## src/rtl/fetch_controller.sv

```systemverilog
// Fetch stage sequencer: owns the fetch PC, the F->D register and a one-entry hold buffer.
// It talks to a variable-latency instruction memory over a req/ack handshake.
module fetch_controller #(
  parameter logic [31:0] RESET_PC = 32'h0000_0000,
  parameter int          CNT_W    = 16
) (
  input  logic             clk,
  input  logic             rst,
  input  logic             PCSrcE,
  input  logic [31:0]      PCTargetE,
  input  logic             StallD,
  output logic             imem_req,
  output logic [31:0]      imem_addr,
  input  logic             imem_ack,
  input  logic [31:0]      imem_rdata,
  output logic [31:0]      InstrD,
  output logic [31:0]      PCD,
  output logic [31:0]      PCPlus4D,
  output logic             ValidD,
  output logic [CNT_W-1:0] wait_cnt
);

  typedef enum logic [1:0] {
    S_FETCH = 2'd0,
    S_DRAIN = 2'd1,
    S_HOLD  = 2'd2
  } state_e;

  localparam logic [CNT_W-1:0] CNT_ONE = {{(CNT_W-1){1'b0}}, 1'b1};

  state_e           state_q, state_d;
  logic [31:0]      pc_f_q, pc_f_d;
  logic [31:0]      req_addr_q, req_addr_d;
  logic [31:0]      instr_d_q, instr_d_d;
  logic [31:0]      pc_d_q, pc_d_d;
  logic [31:0]      pc_plus4_d_q, pc_plus4_d_d;
  logic             valid_d_q, valid_d_d;
  logic [31:0]      hold_instr_q, hold_instr_d;
  logic [31:0]      hold_pc_q, hold_pc_d;
  logic [CNT_W-1:0] wait_cnt_q, wait_cnt_d;

  logic             d_free;
  logic             load_d;
  logic [31:0]      new_instr;
  logic [31:0]      new_pc;

  // Memory-facing outputs depend on state only, so ack may safely arrive in the same cycle.
  always_comb begin
    imem_req  = (state_q != S_HOLD);
    imem_addr = (state_q == S_DRAIN) ? req_addr_q : pc_f_q;
  end

  // NOTE: every variable gets a default at the top of the block, so no path can infer a latch.
  always_comb begin
    state_d      = state_q;
    pc_f_d       = pc_f_q;
    req_addr_d   = req_addr_q;
    instr_d_d    = instr_d_q;
    pc_d_d       = pc_d_q;
    pc_plus4_d_d = pc_plus4_d_q;
    valid_d_d    = valid_d_q;
    hold_instr_d = hold_instr_q;
    hold_pc_d    = hold_pc_q;
    wait_cnt_d   = wait_cnt_q;
    load_d       = 1'b0;
    new_instr    = 32'h0;
    new_pc       = 32'h0;
    d_free       = !StallD || !valid_d_q;

    case (state_q)
      S_FETCH: begin
        req_addr_d = pc_f_q;
        if (PCSrcE) begin
          pc_f_d = PCTargetE;
          if (!imem_ack) state_d = S_DRAIN;
        end else if (imem_ack) begin
          pc_f_d = pc_f_q + 32'd4;
          if (d_free) begin
            load_d    = 1'b1;
            new_instr = imem_rdata;
            new_pc    = pc_f_q;
          end else begin
            hold_instr_d = imem_rdata;
            hold_pc_d    = pc_f_q;
            state_d      = S_HOLD;
          end
        end
      end
      S_DRAIN: begin
        // The returning word belongs to the abandoned path and is discarded.
        if (PCSrcE) pc_f_d = PCTargetE;
        if (imem_ack) state_d = S_FETCH;
      end
      S_HOLD: begin
        if (PCSrcE) begin
          pc_f_d       = PCTargetE;
          hold_instr_d = 32'h0;
          hold_pc_d    = 32'h0;
          state_d      = S_FETCH;
        end else if (d_free) begin
          load_d       = 1'b1;
          new_instr    = hold_instr_q;
          new_pc       = hold_pc_q;
          hold_instr_d = 32'h0;
          hold_pc_d    = 32'h0;
          state_d      = S_FETCH;
        end
      end
      default: state_d = S_FETCH;
    endcase

    // A redirect flushes D even when decode is stalled.
    if (PCSrcE) begin
      instr_d_d    = 32'h0;
      pc_d_d       = 32'h0;
      pc_plus4_d_d = 32'h0;
      valid_d_d    = 1'b0;
    end else if (load_d) begin
      instr_d_d    = new_instr;
      pc_d_d       = new_pc;
      pc_plus4_d_d = new_pc + 32'd4;
      valid_d_d    = 1'b1;
    end else if (d_free) begin
      instr_d_d = 32'h0;
      valid_d_d = 1'b0;
    end

    if (imem_req && !imem_ack && (wait_cnt_q != {CNT_W{1'b1}}))
      wait_cnt_d = wait_cnt_q + CNT_ONE;
  end

  // NOTE: state updates use non-blocking assignments so every flop samples pre-edge values.
  always_ff @(posedge clk) begin
    if (rst) begin
      state_q      <= S_FETCH;
      pc_f_q       <= RESET_PC;
      req_addr_q   <= RESET_PC;
      instr_d_q    <= 32'h0;
      pc_d_q       <= 32'h0;
      pc_plus4_d_q <= 32'h0;
      valid_d_q    <= 1'b0;
      hold_instr_q <= 32'h0;
      hold_pc_q    <= 32'h0;
      wait_cnt_q   <= '0;
    end else begin
      state_q      <= state_d;
      pc_f_q       <= pc_f_d;
      req_addr_q   <= req_addr_d;
      instr_d_q    <= instr_d_d;
      pc_d_q       <= pc_d_d;
      pc_plus4_d_q <= pc_plus4_d_d;
      valid_d_q    <= valid_d_d;
      hold_instr_q <= hold_instr_d;
      hold_pc_q    <= hold_pc_d;
      wait_cnt_q   <= wait_cnt_d;
    end
  end

  assign InstrD   = instr_d_q;
  assign PCD      = pc_d_q;
  assign PCPlus4D = pc_plus4_d_q;
  assign ValidD   = valid_d_q;
  assign wait_cnt = wait_cnt_q;

endmodule

```

## config.mk

```make
export PLATFORM = sky130hd
export DESIGN_NAME = fetch_controller
export DESIGN_NICKNAME = d
export VERILOG_FILES = /design/src/rtl/fetch_controller.sv
export SDC_FILE = /design/constraint.sdc
export NUM_CORES = 1
export LEC_CHECK = 0
export CAP_MARGIN = 10
export CORE_MARGIN = 2
export CORE_UTILIZATION = 25
export DETAILED_ROUTE_END_ITERATION = 7
export GPL_ROUTABILITY_DRIVEN = 0
export PLACE_DENSITY = 0.45
export SKIP_LAST_GASP = 1
export SLEW_MARGIN = 10
export SYNTH_ARGS = -nofsm -noshare
export SYNTH_HDL_FRONTEND = slang
export SYNTH_SLANG_ARGS = --single-unit
```

## constraint.sdc

```tcl
create_clock -name clk -period 2.47 [get_ports clk]
set_clock_uncertainty 0.15 [all_clocks]
set_input_delay 0.3705 -clock clk [delete_from_list [all_inputs] [get_ports clk]]
set_output_delay 0.3705 -clock clk [all_outputs]
set_load 0.01 [all_outputs]
```

Word level (Yosys, flattened, before mapping)
Index checks and enable logic that the tools add are counted.

storage, ports and cells
  flip-flop bits (word level) = 243
  input bits = 69
  output and inout bits = 146
  word-level logic and storage cells = 82

operators by class
  add/sub/neg operators = 3
  eq/ne operators = 13
  multiplexer cells = 41
  reductions and logical operators = 15

operator list
  cell                                                              count
  32-bit 2-to-1 mux                                                 21
  32-bit case mux with 2 select lines                               5
  32-bit by 3-bit adder with 32-bit output (second input constant)  2
  16-bit by 1-bit adder with 16-bit output (second input constant)  1
  16-bit != test (second input constant)                            1
  2-bit 2-to-1 mux                                                  7
  3-bit != test (second input constant)                             4
  2-bit != test (second input constant)                             5
  5-bit AND reduction                                               2
  1-bit 2-to-1 mux                                                  6
  2-bit case mux with 3 select lines                                1
  2-bit nonzero test                                                3
  2-bit OR reduction                                                2
  1-bit logical NOT                                                 3
  3-bit AND reduction                                               1
  2-bit by 1-bit == test with 1-bit output (second input constant)  1
  2-bit == test (second input constant)                             1
  1-bit logical AND                                                 2
  2-bit logical NOT                                                 1
  2-bit by 1-bit != test with 1-bit output (second input constant)  1
  1-bit case mux with 2 select lines                                1
  1-bit logical OR                                                  1

Depth between registers and ports, before layout
Gate-level depths: netlist of the first run.

  depth in word-level cells = 7
  depth in mapped cells = 12
  mapped depth without buffers = 10

Worst setup path before layout of the first run
No wires, ideal clock.

  kind = reg2reg
  start point = register state_q[0]
  end point = register pc_plus4_d_q[29], in the netlist PCPlus4D[29]
  library setup time = 0.062 ns
  arrival = 2.520 ns
  data required time = 2.258 ns
  slack = -0.262 ns
  cell stages (with the launch flop) = 10
  buffers on the path = 0
  path through = dfxtp_1 > inv_1 > ha_1 > inv_1 > or4_1 > o211ai_2 > o31ai_2 > or4b_4 > or3_1 > nand3_1

on the way
  longest elaborated chain between the ends = 3
  elaborated cells on any way between the ends = 5
  those cells by class = 1 x add/sub; 1 x eq/ne; 2 x mux; 1 x reduce/logical

ends and longest elaborated chain
  item                                                       line  source
  from (decl)                                                31    state_e state_q, state_d;
  from (signal assigned)                                     146   state_q <= state_d;
  2-bit == test / 2-bit logical NOT (equally long branches)  70    case (state_q)
  32-bit case mux with 2 select lines                        70
  32-bit by 3-bit adder with 32-bit output                   121   pc_plus4_d_d = new_pc + 32'd4;
  to (signal assigned)                                       151   pc_plus4_d_q <= pc_plus4_d_d;
  to (decl)                                                  36    logic [31:0] pc_plus4_d_q, pc_plus4_d_d;

Several ways; a longest one is shown, not always the timed one.
A chain may end at the register's enable or synchronous reset.

Final worst setup path of the first run
  start point = register state_q[1]
  end point = output port imem_addr[11]

on the way
  longest elaborated chain between the ends = 2

ends and longest elaborated chain
  item                                      line  source
  2-bit by 1-bit == test with 1-bit output  50    imem_addr = (state_q == S_DRAIN) ? req_addr_q : pc_f_q;
  32-bit 2-to-1 mux                         50
  to (decl)                                 13    output logic [31:0] imem_addr,

No other way between the ends.

==> results of run 1 <==
## layer usage
layer  GRT usage (%)  part of all wire, %  up-vias
met5               0                    0        -
met4            4.99                  2.0        0
met3            2.59                  4.8       54
met2            32.0                   50      272
met1            22.4                   43     5621
li1                -                    -     5725
## path summary, 6_finish.rpt
kind                     endpoint  slack [ps]  cells after the start
setup / recovery    imem_addr[11]        -170                      6
hold / removal         pc_f_q[28]         270                      3
setup reg to reg     PCPlus4D[22]        -150                     14
hold reg to reg   hold_instr_q[3]         300                      2
## logic make-up (layout without fill, tap and decap cells)
group / Yosys count / after routing / share of synthesized area [%]
other cells: 0 / 1 / 0
xor+xnor: 26 / 26 / 2.03
buf+inv: 142 / 527 / 5.00
flops: 241 / 241 / 43.1
compound gates: 353 / 353 / 19.4
fa+ha+maj: 6 / 6 / 0.670
simple gates: 572 / 572 / 23.2
mux: 70 / 70 / 6.60
## power breakdown
part	internal [mW]	switching, mW	total, mW
Combinational	0.754	0.790	1.54
Sequential	4.00	0.120	4.12
Clock	2.72	1.77	4.49
## cell usage after synthesis (14+ instances only)
cell type,instances
a22oi_1,62
nor2_1,203
mux2_2,31
nand3_1,91
nand4_1,21
and3_1,14
clkbuf_1,104
dfxtp_1,241
a211oi_1,21
nand2_1,168
xor2_1,15
nor3_1,22
mux2i_1,39
a21oi_1,175
o21ai_0,27
## layout by cell type (no fill, tap or decap), types with 21 or more instances in the layout
master and instances:
a21oi_1 173, a22oi_1 60, buf_12 29, buf_4 199, clkbuf_16 32, clkdlybuf4s50_1 179, dfxtp_1 233, dlygate4sd2_1 30
mux2_2 31, mux2i_1 39, nand2_1 165, nand3_1 87, nand4_1 21, nor2_1 192, o21ai_0 26
## cell type report
cell class | instances | area, um2
diodes | 1 | 2.50
well taps | 592 | 741
multi-input cells | 1027 | 6360
flip-flops and latches | 241 | 4840
clock inverters | 11 | 105
fillers | 4411 | 26800
inverters | 11 | 51.3
clock buffers | 44 | 905
repair buffers | 461 | 4450
## tightest hold or removal path, delay by kind of cell
family                 cells  cell delay [ps]
buffers and inverters      1              400
AND/OR/NAND/NOR            2              150
## flip-flops by register name, summed over array words and instances, names as in the netlist
register	count
InstrD	32
PCD	32
hold_instr_q	32
hold_pc_q	32
pc_f_q	32
req_addr_q	32
PCPlus4D	30
wait_cnt	16
state_q	2
ValidD	1
## per-stage QoR
step | hold slack [ps] | instances | total power [mW] | util, %
global placement | 288 | 2285 | 5.70 | 35.0
global route | 248 | 2388 | 10.6 | 39.5
finish | 266 | 2388 | 10.2 | 39.5
detailed placement | 293 | 2285 | 5.70 | 35.0
CTS | 237 | 2376 | 10.3 | 39.0
floorplan | 281 | 1410 | 4.89 | -
## timing repair
item / CTS / global route
hold buffers: 1 / 0
gates resized for setup: 128 / 33
cloned: 2 / 1
pin swaps: 32 / 27
setup endpoints to repair: 86 / 65
endpoints found under the hold margin: 5 / 0
buffers inserted: 34 / 14
==> results.md, run 1 <==
- The cell type of the slowest stage on the worst timing path is mux2_2.
- The critical path is of the register to output pin type.
- TritonCTS built the clock tree.
- The final critical path time including I/O delays and setup is roughly 2600 ps.
- The worst relative slew slack is about 52%.
- The share of cells above drive strength 1 is about a quarter.
- The floorplan step defined a die boundary enclosing roughly 0.047 mm2.
- The detailed placement HPWL is 30.0 mm.
- The final cycle utilization of the critical path is 107%.
- The number of antenna violations at the first check in global routing is 1.
- The element type at the critical path start is a register.
- The placed instance area is about 0.015 mm2.
- Power spread over the standard cell area amounts to 582 mW/mm2.
- The number of failing hold endpoints at the final stage is 0.
- In the post-synthesis netlist, the biggest area contributors are dfxtp_1 43%, a21oi_1 7.8%, nor2_1 6.8%, nand2_1 5.6%, a22oi_1 4.2%.
- The fraction of synthesized cell area taken by the top area cell type is 43.1%.
- For this run, the post-layout net count is 1,847.
- The wire length of the first global-routing pass is approximately 66 mm.
- Summed over all cells, the static leakage comes to slightly below 7 nW.
- The count of cell types in the netlist is 67.
- The cell area after synthesis is approximately 0.011 mm2.
- The first-pass iteration count of the detailed router is 5.
- The count of flip-flops with a built-in enable after synthesis is 0.
- After clock tree synthesis, the clock-pin slew on the worst setup and hold paths is around 60 ps.
- Once layout is done, the placed cells without fillers occupy 0.0175 mm2.
- The number of max-capacitance violations reported is 0.
- The final reports fail on negative setup slack.
- The initial core utilization is ~25%.
- The number of synthesis warnings is 0.
- In this run the remaining antenna-violating nets after routing total 0.
- IR analysis of the VDD net gives a maximum drop of 0.000509 V.
- Counting both buffers and inverters, the worst setup path holds a total of 4.
- The setup-violating endpoint count in the final report is between 40 and 50.
- The count of routing violations after the opening detailed-route iteration is about 670.
- The critical path required time is between 1500 and 2000 ps.
- The average cell area after synthesis is 7.94 um2.
- Before CTS, the worst setup slack after placement is -844 ps.
- Grouping stages by cell kind, the critical path spends the most delay in buffers and inverters.
- The number of buffers on the longest clock path is 3.
- The cell accounting for the most synthesized area is dfxtp_1.
- The number of register bits inferred by synthesis is 241.
- In this run the worst setup path begins at state_q[1].
- The peak clock frequency supported by timing is around 380 MHz.
- The register area share after synthesis is 43.1%.
- The H-tree depth is 1.
- Setup slack on the critical path of the routed design comes to -175 ps.
- The flow ran to the end, but the final reports show violations.
- Data on the critical path arrives at its endpoint at roughly 2100 ps.
- Along the worst path, the maximum fanout reaches 12.
- At the pin with the least slew margin, the transition time is between 700 and 800 ps.
- The via count of the first global-routing pass came to between 10,000 and 15,000.
- The placeable core region is 0.0442 mm2.
- For this block, the routed nets add up to ~43 mm of wire.
- The total count of max-transition violations in the final report is 0.
- The die boundary width is 216 um.
- In this run, CTS created clock tree buffers numbering 30.
- Summing over every cut layer, the via total after detailed routing is approximately 12,000.
- The number of top-level pins is around 220.
- The commonest register cell after synthesis is dfxtp_1.
- The largest single stage delay on the critical path is about 360 ps.
- The overflow left after global routing is 0.
- The number of DRC violations after detailed routing is 0.
- The reg-to-reg critical path startpoint is state_q[0].
- The signal on the critical path passes through inv_2 -> buf_4 -> ha_4 -> buf_12 -> mux2_2 -> dlygate4sd2_1.
- The endpoint type of the worst setup path is an output pin.
- The growth of design area from synthesis to finish is 55.9%.
- The synthesized netlist cell count is between 1,000 and 1,500.
- Counting every net in the synthesized netlist gives between 1,000 and 1,500.
- The height of the die is roughly 220 um.
- Buffers placed on the I/O ports in this run total between 200 and 250.
- The class of the tightest hold or removal check is primary input to register.
- The worst-skew pair later-pin latency is 560 ps.
- Of all flip-flops after synthesis, the portion carrying an async set or reset was 0%.
- The number of rows in the core area is 77.
- The worst min-delay path startpoint is PCTargetE[28].
- Entering global routing, the biggest net connects approximately 140 pins.
- Setup repair after global routing could not meet its margin everywhere.
- The root buffer cell chosen for the clock tree is clkbuf_16.
- The global-route usage over all layers is roughly 18%.
- The total negative slack for setup checks is -5630 ps.
- The sink count of the clock tree is roughly 240.
- The per-cell via count in the routed design is roughly 4.9.
- The routed length per instance is around 18 um.
No activity file was read; power rests on OpenSTA's default activity.
==> run 2, diff against run 1 <==
--- a/config.mk
+++ b/config.mk
@@ -5,9 +5,9 @@
 export SDC_FILE = /design/constraint.sdc
 export NUM_CORES = 1
 export LEC_CHECK = 0
-export CAP_MARGIN = 10
 export CORE_MARGIN = 2
 export CORE_UTILIZATION = 25
+export CTS_BUF_LIST = sky130_fd_sc_hd__clkbuf_4 sky130_fd_sc_hd__clkbuf_8
 export DETAILED_ROUTE_END_ITERATION = 7
 export GPL_ROUTABILITY_DRIVEN = 0
 export PLACE_DENSITY = 0.45
==> run 2 against run 1 <==
The run still ends with negative setup slack left. Maximum frequency grew 0.60%. Combinational power is 8% higher. Via count up 0.13%. Clock power down 9.1%. Total power is 2.7% lower. First-iteration DRC count is 3.5% higher. Sequential share of layout area shrank 0.096 points. Critical endpoint is now PCPlus4D[24]. Largest cell class unchanged. Highest routed layer unchanged.
==> results.md, run 2 (same netlist as run 1, synthesis figures left out) <==
- The final antenna-violating net count is 0 (unchanged).
- The critical path arrival is 3020 ps (+900 ps).
- The area of all placed cells without fillers is 0.0175 mm2 (+0.32%).
- The largest fanout on the critical path is 8 (-4).
- The total inserted antenna cells is 0 (-1).
- The element type at the critical path start is a register.
- The count of routing violations after the opening detailed-route iteration is 689 (+3.5%).
- The overflow left after global routing came to 0 (unchanged).
- In the layout the commonest cells are 232 x dfxtp_1, 194 x nor2_1, 190 x buf_4.
- The reg2reg setup slack is -160 ps (about the same).
- The number of DRC violations after detailed routing is 0 (unchanged).
- The worst-skew pair later-pin latency is 630 ps (+70 ps).
- The growth of design area from synthesis to finish is 56.4%.
- The wire length of the first global-routing pass is 66.9 mm (+0.66%).
- The number of rows in the core area is 77 (unchanged).
- The number of top-level pins is 215 (unchanged).
- The class of the tightest hold or removal check is primary input to register.
- The launching element of the worst setup path is state_q[1].
- The sink count of the clock tree is 241 (unchanged).
- The height of the die is 216 um (unchanged).
- The number of vias in the routed layout came to 11,700 (+0.13%).
- The areal power density over the cells is 564 mW/mm2 (-3.0%).
- The first-pass iteration count of the detailed router was 5 (unchanged).
- The share of cells above drive strength 1 is 26.1% (+2.6 points).
- STA classifies the critical path endpoint as a register.
- Setup repair after global routing could not meet its margin everywhere.
- The number of CTS-inserted buffers is 46 (+53%).
- The peak supply drop came to 0.000307 V (-40%).
- The setup-violating endpoint count in the final report came to 50 (+2.0%).
- The count of nets after finishing was 1,861 (+0.76%).
- The worst relative slew slack was 53.0% (+0.55 points).
- The peak clock frequency supported by timing came to 380 MHz (+0.60%).
- The critical path required time is 2860 ps (+910 ps).
- The number of max-capacitance violations reported is 0 (unchanged).
- The die boundary width came to 216 um (unchanged).
- The transition at the pin with the smallest max-transition slack is 705 ps (-8.31 ps).
- The flow ran to the end, but the final reports show violations.
- The post-route worst setup slack is -159 ps (+15.9 ps).
- The final critical path time including I/O delays and setup was 2630 ps (-15.9 ps).
- The detailed placement HPWL is 30.0 mm (unchanged).
- The clock tree from TritonCTS is yes.
- The clock-pin slew of the registers on the worst-case setup and hold paths came to 60 ps (about the same).
- The placed instance area came to 0.0155 mm2 (unchanged).
- The initial core utilization is 25.3% (unchanged).
- The most common cell after layout, fill and taps aside is dfxtp_1.
- The largest net degree at the start of global routing is 142 (unchanged).
- The post-detailed-routing wire length is 43.4 mm (+1.2%).
- The delay of the slowest critical-path stage is 320 ps (-40 ps).
- The final cycle utilization of the critical path was 106% (-0.64 points).
- The number of antenna violations at the first check in global routing was 0 (-1).
- The static leakage is 6.77 nW (-0.46%).
- The die footprint came to 0.0465 mm2 (unchanged).
- The H-tree depth came to 2 (+1).
- The total count of max-transition violations in the final report came to 0 (unchanged).
- The slowest stage of the critical path belongs to the cell dfxtp_2.
- The via count of the first global-routing pass was 11,500 (+0.44%).
- The per-cell via count in the routed design came to 4.85 (-0.83%).
- The number of input and output port buffers inserted came to 214 (unchanged).
- The startpoint identified for the worst hold timing path is imem_rdata[13].
- The placeable core region is 0.0442 mm2 (unchanged).
- The reg-to-reg critical path startpoint is state_q[1].
- The routed length per instance is 18.0 um (+0.21%).
- The number of failing hold endpoints at the final stage is 0 (unchanged).
- Clock tree synthesis selected as its root buffer the cell clkbuf_8.
- Traced cell by cell, the critical path runs through inv_2 -> buf_6 -> ha_4 -> a32oi_4 -> buf_6 -> nor2_4 -> ha_4 -> and3_4 -> nand2_4 -> buf_4 -> nor4_4 -> nand3_1 -> a221oi_2.
- The final reports fail on negative setup slack.
- The worst hold slack is 210 ps (-55.4 ps).
- The number of buffers on the longest clock path is 3 (unchanged).
- The critical path is of the register to register type.
- The global-route usage over all layers came to 18.2% (+0.25 points).
run 2: changes by cell type in the layout (fill, tap and decap cells not counted), moves of 4 or more:
| cell | previous run | this run |
|---|---|---|
| clkbuf_8 | 9 | 54 |
| clkbuf_4 | 0 | 17 |
| buf_4 | 199 | 190 |
| dlygate4sd2_1 | 30 | 1 |
| clkbuf_2 | 1 | 5 |
| clkbuf_16 | 32 | 0 |
| mux2_2 | 31 | 6 |
| clkbuf_1 | 5 | 0 |
| mux2_4 | 0 | 25 |
| buf_6 | 14 | 47 |
run 2: worst paths after layout:
check	depth (start not counted)	endpoint
worst min-delay path	3	hold_instr_q[13]
worst max register to register	13	PCPlus4D[24]
worst max-delay path	13	PCPlus4D[24]
worst min register to register	2	hold_instr_q[3]
run 2: cell type report:
type	count	area [um2]
Clock buffer	71	871
Clock inverter	10	61.3
Fill cell	4460	26700
Inverter	11	51.3
Multi-Input combinational cell	1027	6420
Sequential cell	241	4840
Tap cell	592	741
Timing Repair Buffer	459	4530
run 2: critical path: cells and delay by family (launching register included):
| kind | cells | cell delay [ps] |
|---|---|---|
| AOI/OAI and AO/OA | 2 | 390 |
| adders and majority gates | 2 | 380 |
| buffers and inverters | 4 | 460 |
| DFF | 1 | 320 |
| and+or+nand+nor | 5 | 850 |
run 2: what timing repair did:
action | in CTS | in global routing
pin swaps | 17 | 30
endpoints found under the hold margin | 5 | 0
setup buffers | 24 | 19
endpoints found under the setup margin | 72 | 103
gates cloned | 5 | 0
hold buffers | 1 | 0
resized for setup | 182 | 117
run 2: metal layers:
metal	GRT usage [%]	wire length (um)	share of wire, %
met5	0	0	0
met4	5.20	1190	2.7
met3	3.82	2190	5.1
met2	31.6	21200	49
met1	22.6	18800	43
run 2: metrics by stage:
| step | setup slack (ps) | cells | power, mW | utilization (%) | setup TNS (ps) |
|---|---|---|---|---|---|
| 6_report | -159 | 2411 | 9.88 | 39.6 | -2690 |
| 5_1_grt | -254 | 2411 | 10.3 | 39.6 | -7200 |
| 4_1_cts | -251 | 2396 | 9.96 | 38.5 | -7180 |
| 3_5_place_dp | -844 | 2285 | 5.70 | 35.0 | -23510 |
| 3_3_place_gp | -811 | 2285 | 5.70 | 35.0 | -22150 |
| 2_1_floorplan | -60.0 | 1410 | 4.89 | - | -60.0 |
run 2: report_power, final:
| part | switching, mW | internal [mW] |
|---|---|---|
| Combinational | 0.822 | 0.852 |
| Clock | 1.84 | 2.24 |
| Sequential | 0.124 | 4.01 |
